<file path="src/rtl/dm_pkg.sv">
// Shared definitions for the data-memory access controller: op codes, FSM states,
// byte-lane write masks and the alignment rule.
package dm_pkg;

  localparam logic [2:0] OP_LW  = 3'b000;
  localparam logic [2:0] OP_LB  = 3'b001;
  localparam logic [2:0] OP_LBU = 3'b010;
  localparam logic [2:0] OP_LH  = 3'b011;
  localparam logic [2:0] OP_LHU = 3'b100;
  localparam logic [2:0] OP_SW  = 3'b101;
  localparam logic [2:0] OP_SB  = 3'b110;
  localparam logic [2:0] OP_SH  = 3'b111;

  localparam logic [0:0] S_IDLE   = 1'b0;
  localparam logic [0:0] S_RMW_WR = 1'b1;

  // Bit 3 of a lane mask selects word bits [31:24] (big-endian byte offset 0).
  localparam logic [3:0] LANE_NONE  = 4'b0000;
  localparam logic [3:0] LANE_WORD  = 4'b1111;
  localparam logic [3:0] LANE_HALF0 = 4'b1100;
  localparam logic [3:0] LANE_HALF2 = 4'b0011;
  localparam logic [3:0] LANE_BYTE0 = 4'b1000;

  typedef enum logic [1:0] {
    SZ_WORD,
    SZ_HALF,
    SZ_BYTE
  } size_e;

  function automatic size_e op_size(input logic [2:0] op);
    case (op)
      OP_LB, OP_LBU, OP_SB: return SZ_BYTE;
      OP_LH, OP_LHU, OP_SH: return SZ_HALF;
      default:              return SZ_WORD;
    endcase
  endfunction

  function automatic logic is_load(input logic [2:0] op);
    return op <= OP_LHU;
  endfunction

  function automatic logic misaligned(input logic [2:0] op, input logic [1:0] off);
    case (op_size(op))
      SZ_WORD: return off != 2'b00;
      SZ_HALF: return off[0];
      default: return 1'b0;
    endcase
  endfunction

endpackage

</file>
<file path="src/rtl/dm_access_if.sv">
// Word-wide data memory port: the access controller drives it (master), the
// memory answers with a combinational read word (slave).
interface dm_access_if #(
  parameter int ADDR_W = 7
);
  logic [ADDR_W-1:0] dm_addr;
  logic              dm_rd;
  logic              dm_wr;
  logic [31:0]       dm_wdata;
  logic [31:0]       dm_rdata;

  modport master (
    output dm_addr,
    output dm_rd,
    output dm_wr,
    output dm_wdata,
    input  dm_rdata
  );

  modport slave (
    input  dm_addr,
    input  dm_rd,
    input  dm_wr,
    input  dm_wdata,
    output dm_rdata
  );
endinterface

</file>
<file path="src/rtl/dm_lane.sv">
// Combinational lane logic: extracts and extends load results from a memory word
// and merges right-justified store data into the addressed big-endian lane(s).
module dm_lane
  import dm_pkg::*;
(
  input  logic [2:0]  op,
  input  logic [1:0]  off,
  input  logic [31:0] word,
  input  logic [31:0] st_data,
  output logic [31:0] ld_data,
  output logic [31:0] merged
);

  logic [7:0]  byte_v;
  logic [15:0] half_v;
  logic [3:0]  lane_mask;
  logic [31:0] rep_data;

  always_comb begin
    case (off)
      2'd0:    byte_v = word[31:24];
      2'd1:    byte_v = word[23:16];
      2'd2:    byte_v = word[15:8];
      default: byte_v = word[7:0];
    endcase
    half_v = off[1] ? word[15:0] : word[31:16];
  end

  always_comb begin
    ld_data = 32'd0;
    case (op)
      OP_LW:   ld_data = word;
      OP_LB:   ld_data = {{24{byte_v[7]}}, byte_v};
      OP_LBU:  ld_data = {24'd0, byte_v};
      OP_LH:   ld_data = {{16{half_v[15]}}, half_v};
      OP_LHU:  ld_data = {16'd0, half_v};
      default: ld_data = 32'd0;
    endcase
  end

  // Store data is replicated across the word so every selected lane sees its bits.
  always_comb begin
    lane_mask = LANE_NONE;
    rep_data  = st_data;
    case (op)
      OP_SW: lane_mask = LANE_WORD;
      OP_SH: begin
        lane_mask = off[1] ? LANE_HALF2 : LANE_HALF0;
        rep_data  = {2{st_data[15:0]}};
      end
      OP_SB: begin
        lane_mask = LANE_BYTE0 >> off;
        rep_data  = {4{st_data[7:0]}};
      end
      default: lane_mask = LANE_NONE;
    endcase
  end

  generate
    for (genvar gi = 0; gi < 4; gi++) begin : g_lane
      assign merged[8*gi +: 8] = lane_mask[gi] ? rep_data[8*gi +: 8] : word[8*gi +: 8];
    end
  endgenerate

endmodule

</file>
<file path="src/rtl/dm_access.sv">
// Memory-stage access controller: word/half/byte loads in one cycle, sub-word
// stores as a stalled read-modify-write, misalignment detection with sticky address.
module dm_access
  import dm_pkg::*;
#(
  parameter int ADDR_W = 7
) (
  input  logic              clk,
  input  logic              rst,
  input  logic              req,
  input  logic [2:0]        op,
  input  logic [ADDR_W+1:0] baddr,
  input  logic [31:0]       st_data,
  output logic [31:0]       ld_data,
  output logic              stall,
  output logic              fault,
  output logic [ADDR_W+1:0] bad_addr,
  dm_access_if.master       mem
);

  logic [0:0]        state_reg, state_next;
  logic [31:0]       merge_reg, merge_next;
  logic [ADDR_W+1:0] bad_addr_reg, bad_addr_next;

  logic [31:0] lane_ld;
  logic [31:0] lane_merged;
  logic        rd_c, wr_c;
  logic [31:0] wdata_c;

  dm_lane u_lane (
    .op      (op),
    .off     (baddr[1:0]),
    .word    (mem.dm_rdata),
    .st_data (st_data),
    .ld_data (lane_ld),
    .merged  (lane_merged)
  );

  always_comb begin
    state_next    = state_reg;
    merge_next    = merge_reg;
    bad_addr_next = bad_addr_reg;
    rd_c          = 1'b0;
    wr_c          = 1'b0;
    wdata_c       = 32'd0;
    stall         = 1'b0;
    fault         = 1'b0;
    ld_data       = 32'd0;
    // Reset overrides everything so a pending RMW write is dropped.
    if (!rst) begin
      case (state_reg)
        S_IDLE: begin
          if (req) begin
            if (misaligned(op, baddr[1:0])) begin
              fault         = 1'b1;
              bad_addr_next = baddr;
            end else if (is_load(op)) begin
              rd_c    = 1'b1;
              ld_data = lane_ld;
            end else if (op == OP_SW) begin
              wr_c    = 1'b1;
              wdata_c = st_data;
            end else begin
              // Read phase only; the write goes out next cycle so it never
              // collides with the write-through rdata bypass.
              rd_c       = 1'b1;
              stall      = 1'b1;
              merge_next = lane_merged;
              state_next = S_RMW_WR;
            end
          end
        end
        default: begin
          wr_c       = 1'b1;
          wdata_c    = merge_reg;
          state_next = S_IDLE;
        end
      endcase
    end
  end

  always_ff @(posedge clk) begin
    if (rst) begin
      state_reg    <= S_IDLE;
      merge_reg    <= 32'd0;
      bad_addr_reg <= '0;
    end else begin
      state_reg    <= state_next;
      merge_reg    <= merge_next;
      bad_addr_reg <= bad_addr_next;
    end
  end

  assign mem.dm_addr  = baddr[ADDR_W+1:2];
  assign mem.dm_rd    = rd_c;
  assign mem.dm_wr    = wr_c;
  assign mem.dm_wdata = wdata_c;
  assign bad_addr     = bad_addr_reg;

endmodule
</file>
<file path="src/flat_wrapper.sv">
// flat-port wrapper written by rule: the top's interface ports become plain ports
module dm_access_flat import dm_pkg::*;
#(
  parameter int ADDR_W = 7
)
  (clk, rst, req, op, baddr, st_data, ld_data, stall, fault, bad_addr, mem_dm_addr, mem_dm_rd, mem_dm_wr, mem_dm_wdata, mem_dm_rdata);
  dm_access_if #(.ADDR_W(ADDR_W)) mem_i ();
  input  logic clk;
  input  logic rst;
  input  logic req;
  input  logic [2:0] op;
  input  logic [ADDR_W+1:0] baddr;
  input  logic [31:0] st_data;
  output logic [31:0] ld_data;
  output logic stall;
  output logic fault;
  output logic [ADDR_W+1:0] bad_addr;
  output wire logic [$bits(mem_i.dm_addr)-1:0] mem_dm_addr;
  output wire logic [$bits(mem_i.dm_rd)-1:0] mem_dm_rd;
  output wire logic [$bits(mem_i.dm_wr)-1:0] mem_dm_wr;
  output wire logic [$bits(mem_i.dm_wdata)-1:0] mem_dm_wdata;
  input wire logic [$bits(mem_i.dm_rdata)-1:0] mem_dm_rdata;
  assign mem_dm_addr = mem_i.dm_addr;
  assign mem_dm_rd = mem_i.dm_rd;
  assign mem_dm_wr = mem_i.dm_wr;
  assign mem_dm_wdata = mem_i.dm_wdata;
  assign mem_i.dm_rdata = mem_dm_rdata;
  dm_access #(.ADDR_W(ADDR_W)) u_core (.clk(clk), .rst(rst), .req(req), .op(op), .baddr(baddr), .st_data(st_data), .ld_data(ld_data), .stall(stall), .fault(fault), .bad_addr(bad_addr), .mem(mem_i));
endmodule
</file>
<file path="config.mk">
export PLATFORM = sky130hd
export DESIGN_NAME = dm_access_flat
export DESIGN_NICKNAME = d
export VERILOG_FILES = /design/src/rtl/dm_pkg.sv /design/src/rtl/dm_access_if.sv /design/src/rtl/dm_lane.sv /design/src/rtl/dm_access.sv /design/src/flat_wrapper.sv
export SDC_FILE = /design/constraint.sdc
export NUM_CORES = 1
export LEC_CHECK = 0
export ABC_CLOCK_PERIOD_IN_PS = 1800
export CORE_UTILIZATION = 33
export CTS_BUF_LIST = sky130_fd_sc_hd__clkbuf_16
export CTS_CLUSTER_DIAMETER = 30
export DETAILED_ROUTE_END_ITERATION = 8
export DONT_BUFFER_PORTS = 1
export MAX_ROUTING_LAYER = met4
export SLEW_MARGIN = 25
export SYNTH_ARGS = -nofsm -noshare
export SYNTH_HDL_FRONTEND = slang
export SYNTH_SLANG_ARGS = --single-unit
</file>
<file path="constraint.sdc">
create_clock -name clk -period 1.8 [get_ports clk]
set_clock_uncertainty 0.2 [all_clocks]
set_input_delay 0.09 -clock clk [delete_from_list [all_inputs] [get_ports clk]]
set_output_delay 0.09 -clock clk [all_outputs]
set_load 0.02 [all_outputs]
</file>
==> impl_metrics.csv, run 1 <==
group,metric,value,unit
synth,unique_masters_post_synth,48,
sta,setup_slack,-0.181,ns
job,max-cap-violations,0,
floorplan,design.die.area,11300,um^2
critical_path,worstSetupEndpointType,"output pin",
sta,finalSetupTns,-7.17,ns
synth,number_of_instances_in_the_synthesized_netlist,445,
power_and_ir_drop,p_sw,867,uW
sta,fmax,505,MHz
critical_path,cp_top_family,"buffers and inverters",
cts,clock_tree.buffer_depth,2,
global_route,grt.overflow.total,0,
power_and_ir_drop,power.density_cell_area,517,nW/um^2
global_route,first_global_vias,4067,
global_route,grt_pass1_wl,23000,um
power_and_ir_drop,power.switching_fraction,29.9,%
final_layout,utilization,53.6,%
routing,viasPerCell,6.14,
power_and_ir_drop,combinationalPowerShare,28.2,%
final_layout,largest_reg_flops,32,
sta,fin_crit_sh,110,%
cts,cts.clk_slew.worst_paths,0.07,ns
floorplan,top_level_ports,163,
power_and_ir_drop,p_int,2030,uW
routing,postRouteWirelength,15300,um
cts,cts.htree.levels,2,
critical_path,cp_max_stage_cell,"sky130_fd_sc_hd__dfxtp_2",
critical_path,critical_path.cell_chain,"nand2b_4, nor2_4, o211ai_1, buf_4, buf_12, a21oi_4, buf_6",
routing,dr.first_iter.drc_count,375,
sta,final_hold_violations,0,
floorplan,core,10500,um^2
synth,synth.largest_area_cell,"sky130_fd_sc_hd__dfxtp_1",
sta,setup-violations-final,66,
global_route,antenna_found_initial,0,
sta,final_max_slew_viol_count,0,
final_layout,post-route-cell-area,5600,um^2
sta,rsz_0062_raised_after_global_routing,"true",
critical_path,start_kind,"flip-flop",
synth,total_standard_cell_area_after_synthesis,3600,um^2
cts,cts_made_buffers,5,
final_layout,synthesis_to_finish_area_growth,55.5,%
final_layout,antenna-diode-count,0,
cts,tritoncts_clock_tree,"yes",
power_and_ir_drop,seqPwrFrac,35.0,%
routing,drc_errors,0,
synth,postSynthRegisterBits,42,
final_layout,fillerInstances,923,
floorplan,die_width,106,um
synth,synth_nets,524,
critical_path,arrival,1.69,ns
routing,wl_per_cell,23.3,um
routing,drtPass1Iterations,5,
power_and_ir_drop,power.leakage,0.00209,uW
sta,timing.slew.headroom,60.9,%
cts,worstSkewPairLatency,0.28,ns
routing,detailroute.via_count,4033,
worst_hold_path,min-delay-path-class,"in2reg",
critical_path,cp_max_fo,8,
sta,min_period,1.98,ns
outcome,violations,"negative setup slack",
floorplan,fp.dieH,106,um
synth,synth_top_area_share,23.3,%
cts,clockRootBuffer,"sky130_fd_sc_hd__clkbuf_16",
power_and_ir_drop,clock_power_share,36.9,%
synth,seq_area_frac_synth,23.3,%
synth,ys_warn_count,0,
cts,clock_sink_count,42,
final_layout,layout.nets,599,
final_layout,layout_common_cells,"sky130_fd_sc_hd__dlygate4sd3_1 (67), sky130_fd_sc_hd__nand2_1 (57), sky130_fd_sc_hd__dfxtp_1 (41)",
synth,syn_area_per_cell,8.10,um^2
critical_path,cp_data_required_time,1.51,ns
placement,finalWeightedCongestion,0.878,
global_route,grt.total_usage,27.1,%
critical_path,critPathBufInv,3,
critical_path,timing.reg2reg.worst_path_depth,6,
synth,synth.top_cells.by_area,"sky130_fd_sc_hd__dfxtp_1 (23%), sky130_fd_sc_hd__a22o_1 (7.8%), sky130_fd_sc_hd__mux2i_1 (6.9%)",
critical_path,cp_slowest_stage_delay,0.34,ns
floorplan,fp-row-count,37,
floorplan,initial_utilization,34.4,%
worst_hold_path,hold_depth,3,
global_route,maximum_number_of_pins_on_one_net_before_global_route_repair,43,
final_layout,layout.cells.most_common,"sky130_fd_sc_hd__dlygate4sd3_1",
outcome,outcome,"finished with violations",
sta,worst-slew-pin-transition,0.586,ns
critical_path,crit_path_kind,"reg2out",
final_layout,share_of_cells_above_drive_strength_1,30.7,%
routing,drtAntennaViolNets,0,
placement,buffer_ports.inserted,0,
placement,placed_area,3850,um^2
critical_path,critical_path_depth,7,
placement,hpwlAfterDp,9760,um
power_and_ir_drop,peakVddDrop,0.000444,V
## power by group through the flow
stage                     clock network [uW]  registers (uW)  logic, uW
after floorplan                            0            1020        468
after global placement                     0            1030        488
after global routing                    1110            1020        867
after detailed placement                   0            1030        500
final                                   1070            1010        817
after CTS                               1070            1010        772
## timing repair
action | CTS | global route
setup endpoints to repair | 65 | 78
gates resized for setup | 92 | 33
pin swaps | 3 | 6
endpoints found under the hold margin | 49 | 0
buffers inserted | 7 | 3
hold buffers | 72 | 0
gates cloned | 5 | 1
## area by class of cell
cell class              count  area, um^2  area share, %
clock inverters             3        48.8          0.871
multi-input cells         344        3060           54.6
inverters                   3        11.3          0.201
well taps                 136         170           3.04
repair buffers            124        1350           24.0
flip-flops and latches     42         842           15.0
clock buffers               5         125           2.23
## logic make-up (layout without fill, tap and decap cells)
kind of cell    after synthesis  after routing  share of synthesized area, %
mux                          41             41                          14.4
buf+inv                      59            135                          9.27
xor+xnor                      1              1                         0.243
simple gates                123            123                          16.8
flops                        42             42                          23.3
compound gates              179            179                          35.9
## metrics by stage
| step | instances | total power [uW] | hold slack (ns) | worst slack (ns) |
|---|---|---|---|---|
| floorplan | 445 | 1490 | 0.0402 | -0.0413 |
| global placement | 564 | 1520 | -0.0364 | 0.135 |
| detailed placement | 564 | 1530 | -0.0338 | 0.0577 |
| CTS | 656 | 2850 | 0.00136 | -0.120 |
| global route | 657 | 3000 | 0.0182 | -0.239 |
| finish | 657 | 2900 | 0.000667 | -0.181 |
## synth_stat cells, drive strengths merged
library cell,number
xnor2,1
nor2,21
o211ai,9
a311o,8
a22o,32
a211oi,8
o211a,1
buf,34
and2,2
mux4,8
a211o,1
a31oi,7
clkbuf,22
and3,1
nand2b,12
and2b,2
or2,1
a21boi,2
mux2i,25
a311oi,8
a41oi,1
o31ai,9
a21oi,52
nand2,57
inv,3
o2111ai,1
and4,1
or3b,2
nor2b,4
o2111a,1
dfxtp,42
nand3,1
o21a,4
mux2,8
nand3b,10
a22oi,8
nand4,9
a21o,1
o21ai,26
## path summary, 6_finish.rpt
path | to | slack [ns] | from
max reg2reg | u_core.bad_addr[6] | -0.11 | u_core.state_reg
min reg2reg | u_core.merge_reg[23] | 0.28 | u_core.merge_reg[23]
min | u_core.merge_reg[22] | 0.0007 | mem_dm_rdata[22]
max | ld_data[20] | -0.18 | u_core.state_reg
## routing by layer
layer	global-route usage (%)	part of all wire (%)
met5	-	0
met4	8.32	2.8
met3	6.87	9.2
met2	46.8	50
met1	30.8	38
## worst reg2reg max path, stage by stage, from the launching register on
cell                            delay [ns]
sky130_fd_sc_hd__dfxtp_2              0.34
sky130_fd_sc_hd__nand2b_4             0.15
sky130_fd_sc_hd__buf_4                0.13
sky130_fd_sc_hd__buf_4                0.16
sky130_fd_sc_hd__o31ai_2              0.18
sky130_fd_sc_hd__a21oi_1              0.08
sky130_fd_sc_hd__dlygate4sd3_1        0.56
Power figures use the tool's default switching activity.
==> run 2, diff against run 1 <==
--- a/config.mk
+++ b/config.mk
@@ -6,7 +6,7 @@
 export NUM_CORES = 1
 export LEC_CHECK = 0
 export ABC_CLOCK_PERIOD_IN_PS = 1800
-export CORE_UTILIZATION = 33
+export CORE_UTILIZATION = 40
 export CTS_BUF_LIST = sky130_fd_sc_hd__clkbuf_16
 export CTS_CLUSTER_DIAMETER = 30
 export DETAILED_ROUTE_END_ITERATION = 8
==> run 2 against run 1 <==
Effect of this change: the run ends with negative hold slack, negative setup slack left; highest routed layer unchanged; clock-buffer cell count unchanged; combinational power fell by 0.9%; hold slack got worse by 0.024 ns; first-iteration DRC count shrank 9.3%.
==> impl_metrics.csv, run 2 (same netlist as run 1, synthesis figures left out) <==
group,metric,value,unit
critical_path,worstSetupEndpointType,"output pin",
global_route,grt.total_usage,31.6,%
critical_path,start_kind,"flip-flop",
cts,cts.clk_slew.worst_paths,0.06,ns
routing,routed-wl-met2,7540,um
worst_hold_path,holdCritStartpoint,"op[2]",
global_route,first_global_vias,4152,
worst_hold_path,hold_depth,3,
sta,timing.slew.headroom,60.1,%
placement,finalWeightedCongestion,0.870,
cts,cts_made_buffers,5,
outcome,outcome,"finished with violations",
routing,highest-signal-layer,"met4",
global_route,antenna_found_initial,0,
final_layout,utilization,63.6,%
critical_path,reg2reg_setup_slack,-0.01,ns
critical_path,r2r_end,"u_core.merge_reg[31]",
global_route,grt.overflow.total,0,
power_and_ir_drop,power.leakage,0.00208,uW
routing,viasPerCell,6.46,
global_route,grt_pass1_wl,23100,um
final_layout,antenna-diode-count,0,
routing,wl_met3,1160,um
floorplan,die_width,96.9,um
final_layout,share_of_cells_above_drive_strength_1,30.1,%
routing,routedLengthMet1,5620,um
sta,setup_slack,-0.151,ns
floorplan,top_level_ports,163,
sta,min_period,1.95,ns
outcome,violations,"negative hold slack, negative setup slack",
routing,dr.first_iter.drc_count,340,
power_and_ir_drop,power.density_cell_area,512,nW/um^2
job,max-cap-violations,0,
global_route,maximum_number_of_pins_on_one_net_before_global_route_repair,43,
critical_path,timing.reg2reg.worst_path_depth,6,
sta,worst-slew-pin-transition,0.596,ns
final_layout,synthesis_to_finish_area_growth,54.0,%
critical_path,cp_slowest_stage_delay,0.33,ns
floorplan,core,8720,um^2
final_layout,largest_reg_flops,32,
cts,cts.htree.levels,2,
routing,drtPass1Iterations,5,
placement,buffer_ports.inserted,0,
worst_hold_path,min-delay-path-class,"in2reg",
cts,clockRootBuffer,"sky130_fd_sc_hd__clkbuf_16",
sta,whs,-0.0237,ns
placement,hpwlAfterDp,9170,um
routing,postRouteWirelength,14800,um
critical_path,cp_top_family,"buffers and inverters",
critical_path,cp_max_stage_cell,"sky130_fd_sc_hd__dfxtp_2",
floorplan,initial_utilization,41.3,%
sta,finalSetupTns,-6.31,ns
critical_path,worst_setup_path_startpoint,"u_core.state_reg",
cts,worstSkewPairLatency,0.29,ns
routing,wl_per_cell,23.6,um
cts,clock_sink_count,42,
sta,fmax,512,MHz
sta,setup-violations-final,65,
final_layout,layout.nets,598,
critical_path,cp_data_required_time,1.51,ns
final_layout,layout_common_cells,"sky130_fd_sc_hd__dlygate4sd3_1 (69), sky130_fd_sc_hd__nand2_1 (57), sky130_fd_sc_hd__dfxtp_1 (41)",
power_and_ir_drop,power,2840,uW
critical_path,cp_max_fo,8,
final_layout,post-route-cell-area,5550,um^2
routing,drtAntennaViolNets,0,
floorplan,fp-row-count,34,
cts,tritoncts_clock_tree,"yes",
critical_path,r2r_start,"u_core.state_reg",
routing,drc_errors,0,
floorplan,fp.dieH,96.9,um
placement,placed_area,3810,um^2
routing,detailroute.via_count,4048,
critical_path,critical_path.cell_chain,"nand2b_4, nor2_4, o211ai_1, buf_4, buf_12, a21oi_2, buf_4",
cts,clock_tree.buffer_depth,2,
final_layout,layout.cells.most_common,"sky130_fd_sc_hd__dlygate4sd3_1",
sta,final_max_slew_viol_count,0,
critical_path,critPathBufInv,3,
critical_path,crit_path_kind,"reg2out",
critical_path,arrival,1.66,ns
worst_hold_path,holdPathEnd,"u_core.merge_reg[11]",
power_and_ir_drop,peakVddDrop,0.000356,V
sta,rsz_0062_raised_after_global_routing,"true",
floorplan,design.die.area,9390,um^2
sta,fin_crit_sh,108,%
sta,final_hold_violations,2,
critical_path,crit_top_cell,"sky130_fd_sc_hd__buf_4",
## run 2: changes by cell type in the layout (fill, tap and decap cells not counted), sizes merged
cell	previous run	this run
buf	51	49
clkinv	0	1
clkinvlp	1	0
dlygate4sd3	67	69
dlymetal6s4s	4	3
inv	4	3
## run 2: cell type report
cell class / instances / area (um^2)
repair buffers: 123 / 1350
clock buffers: 5 / 125
flip-flops and latches: 42 / 842
inverters: 3 / 13.8
fillers: 676 / 3170
clock inverters: 2 / 33.8
multi-input cells: 344 / 3050
well taps: 108 / 135
## run 2: through the flow
step	std cells	worst slack [ns]	hold slack (ns)
2_1_floorplan	445	-0.0413	0.0402
3_3_place_gp	535	0.134	-0.0378
3_5_place_dp	535	0.0984	-0.0357
4_1_cts	625	-0.0823	0.000139
5_1_grt	627	-0.195	0.0243
6_report	627	-0.151	-0.0237
## run 2: what timing repair did
action / in CTS / in global routing
resized for setup: 96 / 28
buffers inserted: 5 / 2
setup endpoints to repair: 65 / 84
hold endpoints to repair: 49 / 0
gates cloned: 5 / 1
pin swaps: 2 / 3
hold buffers: 73 / 0
## run 2: power by group
part           switching, uW  total, uW  internal, uW
logic                    421        810           389
clock network            374       1020           642
registers               42.6       1010           970
## run 2: metal layers
| metal | vias to the layer above | global-route usage [%] |
|---|---|---|
| met5 | - | - |
| met2 | 215 | 53.6 |
| met1 | 1947 | 36.2 |
| met3 | 50 | 7.59 |
| li1 | 1836 | - |
| met4 | 0 | 11.6 |
## run 2: worst max-delay path by stage
stage | to | cells past startpoint
2_1_floorplan | ld_data[13] | 7
3_3_place_gp | mem_dm_wdata[1] | 5
3_5_place_dp | u_core.merge_reg[20] | 4
4_1_cts | ld_data[10] | 6
5_1_grt | ld_data[15] | 7
6_report | ld_data[17] | 7
## run 2: worst register-to-register path: cells and delay by family, from the launching register on
family,cells,cell delay (ns)
DFF,1,0.33
buffers and inverters,2,0.33
and+or+nand+nor,2,0.27
AOI/OAI and AO/OA,2,0.57
